## config.mk

```make
export PLATFORM = sky130hd
export DESIGN_NAME = decode_stage
export DESIGN_NICKNAME = d
export VERILOG_FILES = /design/src/rtl/decode_stage_pkg.sv /design/src/rtl/decode_stage_comb.sv /design/src/rtl/decode_stage.sv
export SDC_FILE = /design/constraint.sdc
export NUM_CORES = 1
export LEC_CHECK = 0
export BUFFER_PORTS_ARGS = -buffer_cell sky130_fd_sc_hd__buf_2
export CORE_ASPECT_RATIO = 0.9
export CORE_MARGIN = 2
export CORE_UTILIZATION = 55
export DETAILED_ROUTE_END_ITERATION = 10
export MAX_ROUTING_LAYER = met4
export PLACE_DENSITY = 0.81
export SKIP_LAST_GASP = 1
export SLEW_MARGIN = 15
export SYNTH_ARGS = -nofsm -noshare
export SYNTH_HDL_FRONTEND = slang
export SYNTH_SLANG_ARGS = --single-unit
```

## constraint.sdc

```tcl
create_clock -name clk -period 10.5 [get_ports clk]
set_input_delay 1.05 -clock clk [delete_from_list [all_inputs] [get_ports clk]]
set_output_delay 1.05 -clock clk [all_outputs]
set_load 0.03 [all_outputs]
```

## src/rtl/decode_stage_pkg.sv

```systemverilog
// Shared definitions for the decode stage: RV32 opcodes, control bundle
// layout and the alu_op / imm_sel / wb_sel encodings.
// Optional feature macro: DECODE_M_EXT_EN (RV32M multiply/divide decode).
package decode_stage_pkg;

  localparam logic [6:0] OPC_LOAD     = 7'b0000011;
  localparam logic [6:0] OPC_MISC_MEM = 7'b0001111;
  localparam logic [6:0] OPC_OP_IMM   = 7'b0010011;
  localparam logic [6:0] OPC_AUIPC    = 7'b0010111;
  localparam logic [6:0] OPC_STORE    = 7'b0100011;
  localparam logic [6:0] OPC_OP       = 7'b0110011;
  localparam logic [6:0] OPC_LUI      = 7'b0110111;
  localparam logic [6:0] OPC_BRANCH   = 7'b1100011;
  localparam logic [6:0] OPC_JALR     = 7'b1100111;
  localparam logic [6:0] OPC_JAL      = 7'b1101111;
  localparam logic [6:0] OPC_SYSTEM   = 7'b1110011;

  localparam logic [1:0] ALU_OP_ADD    = 2'b00;
  localparam logic [1:0] ALU_OP_BRANCH = 2'b01;
  localparam logic [1:0] ALU_OP_FUNCT  = 2'b10;

  localparam logic [1:0] WB_ALU  = 2'd0;
  localparam logic [1:0] WB_LOAD = 2'd1;
  localparam logic [1:0] WB_PC4  = 2'd2;

  // Immediate format; IMM_Z yields a zero immediate (R-type, unknown opcodes).
  typedef enum logic [2:0] {
    IMM_Z = 3'd0,
    IMM_I = 3'd1,
    IMM_S = 3'd2,
    IMM_B = 3'd3,
    IMM_U = 3'd4,
    IMM_J = 3'd5
  } imm_sel_e;

  typedef struct packed {
    logic       reg_write;
    logic       mem_read;
    logic       mem_write;
    logic       alu_src;
    logic       branch;
    logic       jump;
    logic [1:0] alu_op;
    imm_sel_e   imm_sel;
    logic [1:0] wb_sel;
    logic       is_jal;
    logic       is_jalr;
    logic       is_lui;
    logic       is_auipc;
    logic       is_alu_reg;
    logic       is_alu_imm;
    logic       is_load;
    logic       is_store;
    logic       is_system;
    logic       is_muldiv;
  } dec_ctrl_t;

  // Everything the buffer stores per entry apart from the PC.
  typedef struct packed {
    logic [4:0]  rd;
    logic [4:0]  rs1;
    logic [4:0]  rs2;
    logic [31:0] imm;
    dec_ctrl_t   ctrl;
    logic        illegal;
  } dec_out_t;

endpackage

```

## src/rtl/decode_stage_comb.sv

```systemverilog
// Purely combinational RV32I decoder: instruction word to register fields,
// sign-extended immediate, control bundle and illegal flag.
// Optional feature macro: DECODE_M_EXT_EN (funct7=0000001 on OP is legal MUL/DIV).
module decode_comb
  import decode_stage_pkg::*;
(
  input  logic [31:0] instr_i,
  output dec_out_t    dec_o
);

  logic [6:0]  opcode;
  logic [2:0]  funct3;
  logic [6:0]  funct7;
  logic [31:0] imm;
  dec_ctrl_t   ctrl;
  logic        illegal;

  assign opcode = instr_i[6:0];
  assign funct3 = instr_i[14:12];
  assign funct7 = instr_i[31:25];

  // Opcode decode into the control bundle, then illegal-entry squashing.
  always_comb begin
    // NOTE: every output of this block gets a default first so no path leaves it unassigned (no latch).
    ctrl    = '0;
    illegal = 1'b0;
    case (opcode)
      OPC_LUI:   begin ctrl.reg_write = 1'b1; ctrl.alu_src = 1'b1; ctrl.imm_sel = IMM_U; ctrl.is_lui   = 1'b1; end
      OPC_AUIPC: begin ctrl.reg_write = 1'b1; ctrl.alu_src = 1'b1; ctrl.imm_sel = IMM_U; ctrl.is_auipc = 1'b1; end
      OPC_JAL: begin
        ctrl.reg_write = 1'b1; ctrl.jump = 1'b1; ctrl.alu_src = 1'b1;
        ctrl.imm_sel = IMM_J; ctrl.wb_sel = WB_PC4; ctrl.is_jal = 1'b1;
      end
      OPC_JALR: begin
        ctrl.reg_write = 1'b1; ctrl.jump = 1'b1; ctrl.alu_src = 1'b1;
        ctrl.imm_sel = IMM_I; ctrl.wb_sel = WB_PC4; ctrl.is_jalr = 1'b1;
      end
      OPC_BRANCH: begin ctrl.branch = 1'b1; ctrl.alu_op = ALU_OP_BRANCH; ctrl.imm_sel = IMM_B; end
      OPC_LOAD: begin
        ctrl.reg_write = 1'b1; ctrl.mem_read = 1'b1; ctrl.alu_src = 1'b1;
        ctrl.imm_sel = IMM_I; ctrl.wb_sel = WB_LOAD; ctrl.is_load = 1'b1;
      end
      OPC_STORE: begin ctrl.mem_write = 1'b1; ctrl.alu_src = 1'b1; ctrl.imm_sel = IMM_S; ctrl.is_store = 1'b1; end
      OPC_OP_IMM: begin
        ctrl.reg_write  = 1'b1;
        ctrl.alu_src    = 1'b1;
        ctrl.imm_sel    = IMM_I;
        ctrl.is_alu_imm = 1'b1;
        ctrl.alu_op     = (funct3 == 3'b000) ? ALU_OP_ADD : ALU_OP_FUNCT;
        // Shift-immediates reuse imm[11:5] as a funct7 qualifier.
        if (funct3 == 3'b001 && funct7 != 7'b0000000) illegal = 1'b1;
        if (funct3 == 3'b101 && funct7 != 7'b0000000 && funct7 != 7'b0100000) illegal = 1'b1;
      end
      OPC_OP: begin
        ctrl.reg_write  = 1'b1;
        ctrl.alu_op     = ALU_OP_FUNCT;
        ctrl.is_alu_reg = 1'b1;
        if (funct7 == 7'b0000001) begin
`ifdef DECODE_M_EXT_EN
          ctrl.is_muldiv = 1'b1;
`else
          illegal = 1'b1;
`endif
        end else if (funct7 != 7'b0000000 && funct7 != 7'b0100000) begin
          illegal = 1'b1;
        end
      end
      OPC_MISC_MEM: begin ctrl.alu_src = 1'b1; ctrl.imm_sel = IMM_I; end
      OPC_SYSTEM:   begin ctrl.alu_src = 1'b1; ctrl.imm_sel = IMM_I; ctrl.is_system = 1'b1; end
      default:      illegal = 1'b1;
    endcase
    // An illegal entry must never cause an architectural side effect.
    if (illegal) begin
      ctrl.reg_write = 1'b0;
      ctrl.mem_read  = 1'b0;
      ctrl.mem_write = 1'b0;
      ctrl.branch    = 1'b0;
      ctrl.jump      = 1'b0;
    end
  end

  // Immediate assembly for the selected RV32I format.
  always_comb begin
    case (ctrl.imm_sel)
      IMM_I:   imm = {{20{instr_i[31]}}, instr_i[31:20]};
      IMM_S:   imm = {{20{instr_i[31]}}, instr_i[31:25], instr_i[11:7]};
      IMM_B:   imm = {{19{instr_i[31]}}, instr_i[31], instr_i[7], instr_i[30:25], instr_i[11:8], 1'b0};
      IMM_U:   imm = {instr_i[31:12], 12'h000};
      IMM_J:   imm = {{11{instr_i[31]}}, instr_i[31], instr_i[19:12], instr_i[20], instr_i[30:21], 1'b0};
      default: imm = 32'h0;
    endcase
  end

  assign dec_o = '{rd: instr_i[11:7], rs1: instr_i[19:15], rs2: instr_i[24:20],
                   imm: imm, ctrl: ctrl, illegal: illegal};

endmodule

```

## src/rtl/decode_stage.sv

```systemverilog
// Decode stage: decodes each accepted instruction at the input and queues the
// result in a DEPTH-entry circular buffer feeding execute.
// Optional feature macro: DECODE_M_EXT_EN (RV32M decode, see decode_comb).
module decode_stage
  import decode_stage_pkg::*;
#(
  parameter int PC_W  = 32,
  parameter int DEPTH = 2
) (
  input  logic                   clk,
  input  logic                   rst_n,
  input  logic                   in_valid,
  output logic                   in_ready,
  input  logic [31:0]            in_instr,
  input  logic [PC_W-1:0]        in_pc,
  input  logic                   flush,
  output logic                   out_valid,
  input  logic                   out_ready,
  output logic [PC_W-1:0]        out_pc,
  output logic [4:0]             out_rd,
  output logic [4:0]             out_rs1,
  output logic [4:0]             out_rs2,
  output logic [31:0]            out_imm,
  output dec_ctrl_t              out_ctrl,
  output logic                   out_illegal,
  output logic [$clog2(DEPTH):0] out_count
);

  localparam int PTR_W = $clog2(DEPTH);
  localparam int CNT_W = PTR_W + 1;

  dec_out_t         dec_in;
  dec_out_t         buf_q [DEPTH];
  logic [PC_W-1:0]  pc_q  [DEPTH];
  logic [PTR_W-1:0] head_q, head_d, tail_q, tail_d;
  logic [CNT_W-1:0] count_q, count_d;
  logic             ready_q;
  logic             push, pop;

  decode_comb u_decode_comb (
    .instr_i (in_instr),
    .dec_o   (dec_in)
  );

  // in_ready depends only on registered state, never on out_ready.
  assign in_ready  = ready_q && (count_q < CNT_W'(DEPTH));
  assign out_valid = (count_q != '0);
  assign push      = in_valid && in_ready && !flush;
  assign pop       = out_valid && out_ready && !flush;
  assign out_count = count_q;

  // Pointer and occupancy next-state; flush wins over push and pop.
  always_comb begin
    head_d  = head_q;
    tail_d  = tail_q;
    count_d = count_q;
    if (flush) begin
      head_d  = '0;
      tail_d  = '0;
      count_d = '0;
    end else begin
      if (push) tail_d = tail_q + PTR_W'(1);
      if (pop)  head_d = head_q + PTR_W'(1);
      count_d = count_q + CNT_W'(push) - CNT_W'(pop);
    end
  end

  // Control state; ready_q holds in_ready low until the first edge out of reset.
  always_ff @(posedge clk or negedge rst_n) begin
    // NOTE: state registers use non-blocking assignment so every flop samples pre-edge values.
    if (!rst_n) begin
      head_q  <= '0;
      tail_q  <= '0;
      count_q <= '0;
      ready_q <= 1'b0;
    end else begin
      head_q  <= head_d;
      tail_q  <= tail_d;
      count_q <= count_d;
      ready_q <= 1'b1;
    end
  end

  // Payload storage written at the tail on every accepted transfer.
  always_ff @(posedge clk) begin
    // NOTE: payload memory is deliberately not reset; validity comes solely from count_q.
    if (push) begin
      buf_q[tail_q] <= dec_in;
      pc_q[tail_q]  <= in_pc;
    end
  end

  // Head-entry outputs, forced to zero whenever the buffer is empty.
  always_comb begin
    out_pc      = '0;
    out_rd      = '0;
    out_rs1     = '0;
    out_rs2     = '0;
    out_imm     = '0;
    out_ctrl    = '0;
    out_illegal = 1'b0;
    if (out_valid) begin
      out_pc      = pc_q[head_q];
      out_rd      = buf_q[head_q].rd;
      out_rs1     = buf_q[head_q].rs1;
      out_rs2     = buf_q[head_q].rs2;
      out_imm     = buf_q[head_q].imm;
      out_ctrl    = buf_q[head_q].ctrl;
      out_illegal = buf_q[head_q].illegal;
    end
  end

endmodule

```

==> results.sh <==
export IMPL_initialDrtViolationCount=516
export IMPL_synth_ff_type="edfxtp_1"
export IMPL_grtUsageMet1_pct=27.36
export IMPL_postSynth_asyncResetShare_pct=2.415
export IMPL_fp_coreArea_um2=15440
export IMPL_slowest_stage="buf_4"
export IMPL_syn_cell_area_um2=8690
export IMPL_final_max_slew_viol_count=0
export IMPL_portBuffers=174
export IMPL_cts_root_buf="clkbuf_16"
export IMPL_arrival_ns=2.99
export IMPL_num_io_pins=176
export IMPL_multi_input_area_um2=2307
export IMPL_critPathTopFamily="buffers and inverters"
export IMPL_drive_gt1_share_pct=29.68
export IMPL_postCtsSetupBuffers=0
export IMPL_worstReg2RegEnd="buf_q[0][15]"
export IMPL_min_period_ns=4.041
export IMPL_grt_pass1_wl_um=27030
export IMPL_crit_fanout=64
export IMPL_layout_common_cells="edfxtp_1, buf_2, nor2_1"
export IMPL_setup_worst_path_end="out_imm[17]"
export IMPL_synthDistinctLibCells=51
export IMPL_viasPerCell=5.616
export IMPL_status="finished, final reports clean"
export IMPL_ctsHtreeMaxLevel=1
export IMPL_finalWirelength_um=18000
export IMPL_tightest_slew_ns=1.097
export IMPL_leakagePower_nw=3.962
export IMPL_hold_viol=0
export IMPL_yosys_warnings=0
export IMPL_reg2reg_slack_ns=7.43
export IMPL_regArea_um2=6195
export IMPL_busiest_layer="met2"
export IMPL_cts_sinks=207
export IMPL_grt_use_met2_pct=36.41
export IMPL_die_area_um2=16820
export IMPL_nFillCells=1071
export IMPL_syn_nets=650
export IMPL_grt_pass1_vias=5303
export IMPL_fin_ws_ns=6.459
export IMPL_dp_hpwl_um=11810
export IMPL_placed_area_um2=9678
export IMPL_drcViolationCount=0
export IMPL_die_w_um=136.5
export IMPL_area_delta_synth_final_pct=18.56
export IMPL_clk_insertion_delay_late_ns=0.48
export IMPL_synthCells=579
export IMPL_setup_viol=0
export IMPL_timing_final_crit_share_pct=38.49
export IMPL_startpoint="head_q"
export IMPL_design_area_um2=10300
export IMPL_worst_path_largest_cell_delay_ns=0.95
export IMPL_cts_buffer_depth=3
export IMPL_worstSetupPathType="register to output pin"
export IMPL_placementRows=43
export IMPL_cts_buffers=21
export IMPL_synth_avg_cell_area_um2=15.01
export IMPL_rsz0062_at_grt="false"
export IMPL_cts_reportedPaths_clkPinSlew_ns=0.06
export IMPL_grtUsageMet3_pct=4.059
export IMPL_holdBufCountCts=0
export IMPL_final_common_cell="edfxtp_1"
export IMPL_fin_tns_setup_ns=0
export IMPL_cp_depth=4
export IMPL_synth_seq_cells=207
export IMPL_cp_start_kind="register"
export IMPL_vdd_ir_drop_worst_mv=0.1007
export IMPL_grt_usage_pct=21.62
export IMPL_finalClockSkew_ns=0.007439
export IMPL_clock_fmax_mhz=247.4
export IMPL_post_place_ws_ns=6.929
export IMPL_post_cts_resized=0
export IMPL_cp_num_buf_inv=2
export IMPL_ant_nets=0
export IMPL_cts_tree="done"
export IMPL_cap_viol_max_count=0
export IMPL_synth_edf_count=202
export IMPL_required_ns=9.45
export IMPL_initial_utilization_pct=56.28
export IMPL_dr_pass1_iters=5
export IMPL_hold_class="primary input to async pin"
export IMPL_grt_start_max_net_pins=73
export IMPL_timing_rr_start="out_count[1]"
export IMPL_ys_seq_area_share_pct=71.25
export IMPL_ff2ff_path_depth=5
export IMPL_grt_overflow=0
export IMPL_fin_nets=816
export IMPL_max_slew_margin_rel_pct=26.88
export IMPL_crit_chain="buf_4, mux2i_1, nor2_1, buf_2"
export IMPL_end_kind="output pin"
export IMPL_wl_per_cell_um=18.73
export IMPL_powerDensity_nw_per_um2=185.3
export IMPL_antenna_found_initial=1
export IMPL_vias=5397
export IMPL_chipHeight_um=123.2
export IMPL_gp_congestion=0.8495
how the worst min path moves through the flow:
| stage | start | to | slack, ns | depth (start not counted) |
|---|---|---|---|---|
| final | rst_n | head_q | 0.37 | 1 |
| after global routing | rst_n | out_count[1] | 0.36 | 1 |
| after CTS | rst_n | out_count[1] | 0.35 | 1 |
| after detailed placement | tail_q | tail_q | 0.71 | 3 |
| after global placement | out_count[0] | out_count[0] | 0.69 | 2 |
| after floorplan | tail_q | tail_q | 0.58 | 3 |
cells in the mapped netlist, types with 2 or more instances:
cell / count / area [µm²]
edfxtp_1: 202 / 6066
nor2_1: 116 / 435.4
mux2i_1: 101 / 1011
buf_2: 15 / 75.07
a21o_1: 12 / 90.09
and2_1: 9 / 56.30
a21oi_1: 8 / 40.04
clkbuf_1: 8 / 30.03
o2bb2ai_1: 8 / 70.07
inv_1: 6 / 22.52
nor2b_1: 6 / 37.54
buf_1: 5 / 18.77
dfrtp_1: 5 / 125.1
nand2_1: 5 / 18.77
nand3_1: 5 / 25.02
a21oi_2: 4 / 35.03
a22o_1: 4 / 35.03
buf_6: 4 / 45.04
nor4_1: 4 / 25.02
and3_1: 3 / 18.77
buf_4: 3 / 22.52
nand2b_1: 3 / 18.77
nor3_1: 3 / 15.01
nor3_2: 3 / 30.03
o21ai_0: 3 / 15.01
conb_1: 2 / 7.510
ha_1: 2 / 25.02
o21ai_1: 2 / 10.01
o21ai_2: 2 / 17.52
o22ai_1: 2 / 12.51
or2_1: 2 / 12.51
xnor2_1: 2 / 17.52
xor2_1: 2 / 17.52
cell families after synthesis:
kind of cell / share of synthesized area, %
DFF: 71.25
and+or+nand+nor: 9.100
muxes: 11.63
AOI/OAI and AO/OA: 4.781
buffers and inverters: 2.462
xor gates and xnor gates: 0.4032
adders and majority gates: 0.2879
other: 0.08643
metal layers:
layer  part of all wire [%]  up-vias  wire, µm
met4                    2.3        0       410
met3                    8.4       43      1504
met1                     40     2623      7235
li1                       -     2456         -
met2                     49      275      8854
met5                      0        -         0
flip-flops by register name (all words and copies together), names as in the netlist:
name,cells
pc_q,64
tail_q,1
head_q,1
out_count,2
buf_q,138
ready_q,1
power breakdown:
| group | switching, mW | internal [mW] |
|---|---|---|
| clock | 0.286 | 0.394 |
| sequential | 0.0144 | 0.925 |
| combinational | 0.203 | 0.0875 |
cell type report:
class / instances / area share [%]
antenna: 1 / 0.02429
clock buffer: 28 / 5.356
clock inverter: 8 / 0.6801
inverter: 6 / 0.2186
multi-input combinational: 331 / 22.39
sequential: 207 / 60.13
tap: 202 / 2.453
timing repair buffer: 178 / 8.744
metrics by stage:
stage	utilization, %	std cells	total power, mW	hold WS, ns
after floorplan	-	579	1.161	0.5833
after global placement	62.68	924	1.241	0.6869
after detailed placement	62.68	924	1.247	0.7089
after CTS	66.70	960	1.922	0.3539
after global routing	66.72	961	1.977	0.3592
final	66.72	961	1.909	0.3656
(Power assumes the default switching activity.)
